$ cat src/rtl/sign_compressor.sv
// Strips redundant sign bits from a two's-complement word, one bit per cycle,
// and returns the minimal length, the left-aligned value and the truncated value.
module sign_compressor #(
  parameter int unsigned W = 8,
  localparam int unsigned LW = $clog2(W + 1)
) (
  input  logic          clk,
  input  logic          rst_n,
  input  logic          in_valid,
  output logic          in_ready,
  input  logic [W-1:0]  in_data,
  output logic          out_valid,
  input  logic          out_ready,
  output logic [LW-1:0] out_len,
  output logic [W-1:0]  out_norm,
  output logic [W-1:0]  out_trunc
);

  typedef enum logic [1:0] {
    IDLE  = 2'd0,
    SHIFT = 2'd1,
    DONE  = 2'd2
  } state_t;

  state_t        state;
  state_t        state_nxt;
  logic          accept;
  logic          shift;
  logic          finish;
  logic [W-1:0]  orig;
  logic [W-1:0]  work;
  logic [LW-1:0] len;
  logic [W-1:0]  mask_c;

  // Next-state and datapath control
  always_comb begin
    state_nxt = state;
    accept    = 1'b0;
    shift     = 1'b0;
    finish    = 1'b0;
    case (state)
      IDLE: begin
        if (in_valid) begin
          accept    = 1'b1;
          state_nxt = SHIFT;
        end
      end
      SHIFT: begin
        if ((len > LW'(1)) && (work[W-1] == work[W-2])) begin
          shift = 1'b1;
        end else begin
          finish    = 1'b1;
          state_nxt = DONE;
        end
      end
      DONE: begin
        if (out_ready) begin
          state_nxt = IDLE;
        end
      end
      default: state_nxt = IDLE;
    endcase
  end

  // Keep-mask for the low len bits of the original word
  always_comb begin
    mask_c = '0;
    for (int i = 0; i < int'(W); i++) begin
      mask_c[i] = (LW'(i) < len);
    end
  end

  // State register with handshake flags decoded from the next state
  always_ff @(posedge clk or negedge rst_n) begin
    if (!rst_n) begin
      state     <= IDLE;
      in_ready  <= 1'b1;
      out_valid <= 1'b0;
    end else begin
      state     <= state_nxt;
      in_ready  <= (state_nxt == IDLE);
      out_valid <= (state_nxt == DONE);
    end
  end

  // Working registers; results are captured once so they hold between words
  always_ff @(posedge clk or negedge rst_n) begin
    if (!rst_n) begin
      orig      <= '0;
      work      <= '0;
      len       <= '0;
      out_len   <= LW'(W);
      out_norm  <= '0;
      out_trunc <= '0;
    end else begin
      if (accept) begin
        orig <= in_data;
        work <= in_data;
        len  <= LW'(W);
      end
      if (shift) begin
        work <= {work[W-2:0], 1'b0};
        len  <= len - LW'(1);
      end
      if (finish) begin
        out_len   <= len;
        out_norm  <= work;
        out_trunc <= orig & mask_c;
      end
    end
  end

endmodule

$ cat config.mk
export PLATFORM = sky130hd
export DESIGN_NAME = sign_compressor
export DESIGN_NICKNAME = d
export VERILOG_FILES = /design/src/rtl/sign_compressor.sv
export SDC_FILE = /design/constraint.sdc
export NUM_CORES = 1
export LEC_CHECK = 0
export ABC_AREA = 1
export CAP_MARGIN = 30
export CORE_MARGIN = 10
export CORE_UTILIZATION = 56
export DETAILED_ROUTE_END_ITERATION = 6
export PLACE_DENSITY = 0.84
export REMOVE_ABC_BUFFERS = 1
export SLEW_MARGIN = 20
export SYNTH_ARGS = -nofsm -noshare
export SYNTH_HDL_FRONTEND = slang
export SYNTH_SLANG_ARGS = --single-unit
$ cat constraint.sdc
create_clock -name clk -period 2.5 [get_ports clk]
set_clock_uncertainty 0.15 [all_clocks]
set_input_delay 0.75 -clock clk [delete_from_list [all_inputs] [get_ports clk]]
set_output_delay 0.75 -clock clk [all_outputs]
set_load 0.01 [all_outputs]
======== After elaboration in Yosys (flattened, before gate mapping) ========
Index checks and enable logic that the tools add are counted.
word-level totals
  input port bits ......................... 12
  output and inout bits ................... 22
  logic and storage cells ................. 42
  register bits ........................... 44
operators by class
  equality and inequality tests ........... 4
  bitwise logic cells ..................... 1
  add/subtract/negate cells ............... 1
  $lt $le $gt $ge ......................... 9
  reduce and logical (&&, ||, !) cells .... 4
  multiplexer cells ....................... 14
operators by type and width
  kind                                                                   count
  3-bit by 4-bit < comparator with 1-bit output, first input constant    4
  8-bit 2-to-1 mux                                                       2
  8-bit bitwise AND                                                      1
  1-bit by 4-bit < comparator with 1-bit output, first input constant    2
  2-bit by 4-bit < comparator with 1-bit output, first input constant    2
  4-bit 2-to-1 mux                                                       2
  1-bit 2-to-1 mux                                                       6
  2-bit 2-to-1 mux                                                       3
  2-bit case mux with 3 select lines                                     1
  2-bit equality test, second input constant                             2
  4-bit by 1-bit > comparator with 1-bit output, second input constant   1
  2-bit zero test                                                        2
  4-bit by 1-bit subtractor with 4-bit output, second input constant     1
  2-bit by 1-bit equality test with 1-bit output, second input constant  1
  2-bit nonzero test                                                     1
  1-bit equality test                                                    1
  1-bit logical AND                                                      1

======== Longest topological paths before layout ========
Gate-level depths: netlist of the first run.
  depth in word-level cells ............... 5
  depth in mapped cells ................... 11
  mapped depth without buffers ............ 10

======== Least setup slack after synthesis of the first run ========
No wires, ideal clock.
  kind .................................... reg-to-reg
  start ................................... register len[0]
  end ..................................... register out_norm[1]
  period minus slack after synthesis ...... 1.693 ns
  slack ................................... 0.807 ns
  data arrival time ....................... 1.416 ns
  setup time .............................. 0.127 ns
  data required time ...................... 2.223 ns
  path buffers ............................ 2
  stages on the path, launching flop included .. 12
  cells stage by stage .................... dfrtp_1 inv_1 ha_1 inv_1 nand2_1 nand2_4 nand2_4 nand2_2 buf_6 buf_6 nand2_1 o21ai_1
between the ends
  longest elaborated chain between the ends .. 4
RTL lines
  item                                           RTL line  source
  start: declaration                             32        logic [LW-1:0] len;
  start signal: assignment                       99        len <= LW'(W);
  start signal: assignment                       103       len <= len - LW'(1);
  4-bit by 1-bit > comparator with 1-bit output  49        if ((len > LW'(1)) && (work[W-1] == work[W-2])) begin
  1-bit logical AND                              49
  1-bit 2-to-1 mux                               49
  1-bit 2-to-1 mux                               41        case (state)
  end signal: assignment                         107       out_norm <= work;
  end: declaration                               15        output logic [W-1:0] out_norm,
Every way passes these cells.
A chain may end at the register's enable or synchronous reset.

======== Final worst setup path of the first run ========
  start ................................... register out_len[3]
  end ..................................... output out_len[3]
RTL lines
  item                      RTL line  source
  start: declaration        14        output logic [LW-1:0] out_len,
  start signal: assignment  92        out_len <= LW'(W);
  start signal: assignment  106       out_len <= len;
No word-level cell between the ends.

==> results summary, run 1 <==
The flow ran to the end, and the final reports show no timing, DRC or antenna violations. The footprint of the multi-input gates came out at 694.4 µm². The signed area change from the synthesized netlist to the final layout came out at 23.00%. At the later pin of the worst-skew pair, clock insertion delay measures 0.36 ns.

The leakage power of the design is 1.200 nW. The sequential cell area in the final layout is 1104 µm². The slowest stage of the critical path is the dfstp_2 cell. The number of H-tree branching levels is 2. The final layout contains 271 nets.

The DRC violations left came out at 0. At the pin with the least slew margin, the transition time is 0.4657 ns. The synthesized design contains 44 register bits.

The final hold violation count is 0. The share of synthesized area in the top cell type comes to 54.26%. The first global-routing pass estimated 7196 µm of wire. The routed length per placed instance came out at 13.76 µm. The initial cell density of the core came out at 58.04%. The time the worst path needs with I/O delays and setup is 2.335 ns.

Walking the worst path, the cells encountered are clkdlybuf4s50_1. The floorplan has 21 rows. Data arrives at the worst endpoint at 1.44 ns.

STA classifies the critical path startpoint as a flip-flop. By area the synthesized netlist is led by dfrtp_1 54%, nand2_1 15%, inv_1 3.9%. The via density per instance came out at 5.238. The count of filler cells inserted in the layout is 267. The die outline height is 78.81 µm. Measured along the x axis, the die boundary spans 78.81 µm. The longest clock path from root to sink contains 2 buffers. The count of buffering cells on the critical path with inverters included came out at 1. The total of cells resized after clock tree synthesis came out at 0.

The detailed router finished its first iteration with 153 violations. The total track usage is 13.98%. The number of different library cells used by synthesis comes to 21. The total length of routed wires is 4155 µm. Each instance of the synthesized netlist takes up on average 8.804 µm². The post-placement worst setup slack is 0.1525 ns. The standard cell core area is 3337 µm².

For the worst setup path, the data required time is 1.60 ns. The detailed placer's ending HPWL came out at 2976 µm. The antenna violation net count after detailed routing is 0. The number of antenna violations at the first check in global routing came to 0.

The synthesized cell area is 1937 µm². The cell family contributing the most delay on the critical path is flip-flops. The tree is rooted in a clkbuf_4. The final setup TNS is 0 ns. Setup slack on the worst reg-to-reg path comes out at 0.39 ns.

The routability congestion estimate from global placement came out at 0.8804. The final period utilization came out at 93.42%. 0 antenna diodes ended up in the layout. The type of the worst setup path is reg -> out.

The total global routing overflow is 0. The routed layout has 1,582 vias. Setup repair after global routing left no endpoint under its margin. STA classifies the critical path endpoint as a primary output. The most common library cell in the layout ignoring fill and taps is nand2_1. The tightest slew margin relative to the limit came out at 68.92%. The number of buffers inserted by hold repair at cts came out at 0.

The number of global-route vias before repair is 1,565. The number of optimization iterations in the first detailed-route pass is 6. The register area share after synthesis came out at 56.98%. The top-level port count came out at 34. The achievable clock frequency is 0.4282 GHz. The placement-stage cell area came out at 2306 µm². The clock sink total came out at 44.

The area of all placed cells without fillers came out at 2382 µm². Setup violations remaining at the end of the flow were counted as 0. In the layout the commonest cells are 78 x nand2_1, 42 x dfrtp_1, 32 x clkdlybuf4s50_1. The number of cells produced by synthesis is 220. The worst-case setup margin in the final layout came out at 0.1646 ns. The number of buffers added for setup after CTS came out at 0. For this design the ratio of total power to cell area is 1311 nW/µm². The layout cell share with drive strength beyond 1 is 8.203%. The tool flagged a number of max-cap violations equal to 0. The number of buffers inserted during clock tree synthesis came out at 5. The tightest min-delay check is of the in -> async type. TritonCTS built the clock tree. The post-CTS clock slew at the launch and capture registers of the worst setup and hold paths is 0.13 ns.

The die covers 6211 µm². Entering global routing, the biggest net connects 45 pins. The overall power of the completed layout is 3.123 mW. The maximum fanout count along the critical path is 2.

The count of pins over their slew limit was 0. The worst-case vdd ir drop is 0.6739 mV. On the worst path, the slowest cell contributes a delay of 0.55 ns.

The total of buffers placed on input and output ports came out at 33. dfrtp_1 takes more of the synthesized area than any other cell. The total of warnings raised by yosys is 0.
==> cells by family after synthesis <==
family / after synthesis / share of synthesized area (%)
xor+xnor: 1 / 0.4523
flops: 44 / 56.98
compound gates: 30 / 8.139
simple gates: 110 / 24.68
fa+ha+maj: 4 / 2.584
buf+inv: 31 / 7.170
==> path summary, 6_finish.rpt <==
kind                            cells past startpoint            to  startpoint
worst max-delay path                                1    out_len[3]  out_len[3]
worst min-delay path                                2   out_norm[6]       rst_n
worst max register to register                     10  out_trunc[0]      len[0]
worst min register to register                      2    out_len[3]  out_len[3]
max in group asynchronous                           2      in_ready       rst_n
min in group clk                                    2    out_len[3]  out_len[3]
==> routing by layer <==
metal | global-route usage, % | wire length, µm | vias to the layer above
met5 | 0 | 0 | -
met4 | 6.093 | 62 | 0
met3 | 5.068 | 327 | 6
met2 | 22.45 | 1990 | 50
met1 | 16.50 | 1774 | 750
li1 | - | - | 776
==> stage by stage <==
stage / hold WS, ns / util, % / instances
floorplan: 0.2927 / - / 211
global placement: 0.3032 / 69.10 / 294
detailed placement: 0.3177 / 69.10 / 294
CTS: 0.1886 / 71.39 / 302
global route: 0.1916 / 71.39 / 302
finish: 0.1856 / 71.39 / 302
==> registers in the layout (all words and copies together) (netlist names) <==
| signal | count |
|---|---|
| in_ready | 1 |
| len | 4 |
| out_trunc | 8 |
| out_norm | 8 |
| out_len | 4 |
| work | 8 |
| orig | 8 |
| state | 2 |
| out_valid | 1 |
==> report_power, final <==
group | switching, mW | total (mW) | internal (mW) | leakage [nW]
clock network | 0.223 | 0.433 | 0.210 | 0.0422
logic | 0.846 | 1.46 | 0.612 | 0.608
registers | 0.189 | 1.23 | 1.04 | 0.550
==> cells in the mapped netlist <==
cell type,instances
o21ai_0,15
nand2_4,2
xnor2_1,1
nor2_1,4
buf_2,6
o21ai_1,12
nor2_2,1
nand3_2,1
dfrtp_1,42
nand2_2,2
clkbuf_1,1
nand3_1,15
ha_1,4
o211ai_1,3
inv_1,20
inv_2,1
nand4_1,7
nand2_1,78
dfstp_2,2
clkinv_1,1
buf_6,2
==> cell type report <==
class / instances / share of cell area [%]
Clock buffer: 6 / 1.733
Tap cell: 46 / 2.416
Timing Repair Buffer: 37 / 15.44
Multi-Input combinational cell: 145 / 29.15
Sequential cell: 44 / 46.32
Clock inverter: 2 / 1.471
Inverter: 22 / 3.466
Power figures use the tool's default switching activity.
==> inputs of run 2 (changes only) <==
--- a/config.mk
+++ b/config.mk
@@ -7,12 +7,11 @@
 export LEC_CHECK = 0
 export ABC_AREA = 1
 export CAP_MARGIN = 30
-export CORE_MARGIN = 10
-export CORE_UTILIZATION = 56
+export CORE_UTILIZATION = 58
+export CTS_BUF_LIST = sky130_fd_sc_hd__clkbuf_4
 export DETAILED_ROUTE_END_ITERATION = 6
-export PLACE_DENSITY = 0.84
+export PLACE_DENSITY = 0.87
 export REMOVE_ABC_BUFFERS = 1
-export SLEW_MARGIN = 20
 export SYNTH_ARGS = -nofsm -noshare
 export SYNTH_HDL_FRONTEND = slang
 export SYNTH_SLANG_ARGS = --single-unit
==> results summary, run 2 (synthesized netlist as in run 1, its figures left out) <==
The run finished with clean final reports. The max-cap violation count came out at 0. Cell internal power was estimated by the tool at 1.878 mW. The final hold violation count came out at 0. The final setup TNS came out at 0 ns. For this run the aggregate overflow at the end of global routing stands at 0. The time the worst path needs with I/O delays and setup is 2.322 ns.

For the worst-skew pair, the clock arrives at the later sink with an insertion delay of 0.35 ns. The leakage power of the design came out at 1.199 nW. Prior to clock tree synthesis, the placed netlist has a worst setup slack of 0.2849 ns. The total track usage is 24.23%. The die covers 3574 µm².

The number of antenna cells inserted came out at 0. The final period utilization is 92.89%. CTS placed an instance of clkbuf_4 at the clock tree root. The switching power is 1.250 mW.

The number of buffers inserted by hold repair at cts came out at 0. The critical path is of the reg -> out type. Per report_power, the sequential group accounts for 39.4% of the total. The layout has 243 filler cells.

The worst-case vdd ir drop is 0.7390 mV. The via density per instance came out at 5.237. The clock network is responsible for 13.3% of the overall power. The total of cells resized after clock tree synthesis is 0.

The DRC violations left is 0. Dividing total power by cell area gives a power density of 1315 nW/µm². The combinational group share of total power came out at 47.3%. The path class of the tightest hold or removal check is in -> async. The largest net degree at the start of global routing came out at 45.

The number of H-tree branching levels came out at 2. The top-level port count is 34. The count of pins over their slew limit is 0. The number of buffers added for setup after CTS is 0. Across the whole layout, storage elements account for 1104 µm². The critical path launch point type is a flip-flop. The post-CTS clock slew at the launch and capture registers of the worst setup and hold paths is 0.12 ns. The routability congestion estimate from global placement is 0.8409. The top cell types in the final layout, fill and taps aside, are 78 x nand2_1, 42 x dfrtp_1, 32 x clkdlybuf4s50_1. The number of antenna violations at the first check in global routing is 0. The first-iteration detailed-routing DRC count came out at 67.

The number of rows created at floorplan came out at 20. The arrival time of data at the critical path endpoint is 1.42 ns. The routed length per placed instance is 12.60 µm. The number of buffers inserted during clock tree synthesis came out at 5.

The tightest slew margin relative to the limit came out at 63.25%. The proportion of total power due to net switching is 39.97%. The initial cell density of the core is 62.42%. For the pin with the worst max-slew slack, the measured transition is 0.5492 ns. The layout cell share with drive strength beyond 1 is 7.813%. The capturing element type of the critical path is a primary output. Walking the worst path, the cells encountered are clkdlybuf4s50_1.

The clock sink total came out at 44. The first detailed-routing pass took 4 iterations. In this run the worst path has a maximum fanout of 2. The total of buffers placed on input and output ports came out at 33. The post-layout net count came out at 271. The largest single stage delay on the critical path is 0.55 ns. The number of global-route vias before repair is 1,438. The slowest stage of the critical path belongs to the cell dfstp_2.

The kind of cell adding the most delay to the critical path is flip-flops. The standard cell core area came out at 3103 µm². The footprint of the multi-input gates is 694.4 µm². The library cell used most frequently in the layout, excluding fill and tap cells, is nand2_1. The via count came out at 1,571. Setup repair after global routing left no endpoint under its margin. The maximum buffer depth of the clock tree came out at 2. The antenna violation net count after detailed routing is 0. The detailed placer's ending HPWL is 2629 µm. For the worst setup path, the data required time is 1.60 ns. After layout, the worst setup slack is 0.1777 ns.

The final number of setup-violating endpoints came out at 0. Together, buffers and inverters on the worst path number 1. The global-route wire length before repair came out at 6272 µm. The total length of routed wires is 3780 µm. TritonCTS built the clock tree. The achievable clock frequency came out at 0.4306 GHz. The die outline height is 59.79 µm. In this run the horizontal extent of the chip is 59.79 µm. The signed area change from the synthesized netlist to the final layout is 22.80%.
[run 2: cell types whose count changed in the layout (fill, tap and decap cells not counted), sizes merged]
cell    previous run  this run
clkbuf             6         5
clkinv             2         3
[run 2: power groups by stage]
stage          combinational [mW]  sequential [mW]  clock, mW
2_1_floorplan               0.813             1.28          0
3_3_place_gp                 1.43             1.23          0
3_5_place_dp                 1.48             1.24          0
4_1_cts                      1.49             1.23      0.427
5_1_grt                      1.66             1.26      0.450
6_report                     1.48             1.23      0.417
[run 2: through the flow]
stage / power (mW) / hold WS [ns] / area [µm²] / std cells / utilization [%]
after floorplan: 2.095 / 0.2927 / 1881 / 211 / -
after global placement: 2.657 / 0.3010 / 2303 / 292 / 74.23
after detailed placement: 2.724 / 0.3084 / 2303 / 292 / 74.23
after CTS: 3.147 / 0.3039 / 2379 / 300 / 76.65
after global routing: 3.377 / 0.3260 / 2379 / 300 / 76.65
final: 3.128 / 0.2945 / 2379 / 300 / 76.65
[run 2: worst paths after layout]
kind | from | endpoint | slack, ns | cells after the start
max in group asynchronous | rst_n | orig[7] | 1.53 | 2
min in group clk | out_len[3] | out_len[3] | 0.32 | 2
worst max-delay path | out_len[3] | out_len[3] | 0.18 | 1
worst max register to register | len[0] | len[0] | 0.44 | 7
worst min register to register | out_len[3] | out_len[3] | 0.32 | 2
worst min-delay path | rst_n | out_trunc[5] | 0.29 | 2
[run 2: metal layers]
layer | part of all wire [%] | track usage, % | vias to the layer above
li1 | - | - | 771
met1 | 45 | 31.59 | 737
met2 | 48 | 39.52 | 56
met3 | 4.9 | 5.195 | 7
met4 | 1.3 | 9.635 | 0
met5 | 0 | 0 | -
[run 2: cell type report]
class                      instances  share of cell area [%]
clock buffer                       5                   1.578
multi-input combinational        145                   29.20
inverter                          22                   3.472
sequential                        44                   46.40
timing repair buffer              37                   15.47
clock inverter                     3                   1.578
tap                               44                   2.315
==> inputs of run 3 (changes only) <==
--- a/config.mk
+++ b/config.mk
@@ -12,6 +12,7 @@
 export DETAILED_ROUTE_END_ITERATION = 6
 export PLACE_DENSITY = 0.87
 export REMOVE_ABC_BUFFERS = 1
+export SLEW_MARGIN = 5
 export SYNTH_ARGS = -nofsm -noshare
 export SYNTH_HDL_FRONTEND = slang
 export SYNTH_SLANG_ARGS = --single-unit
==> results of run 3 <==
The final DEF is identical to that of run 2; final timing and power are the same.
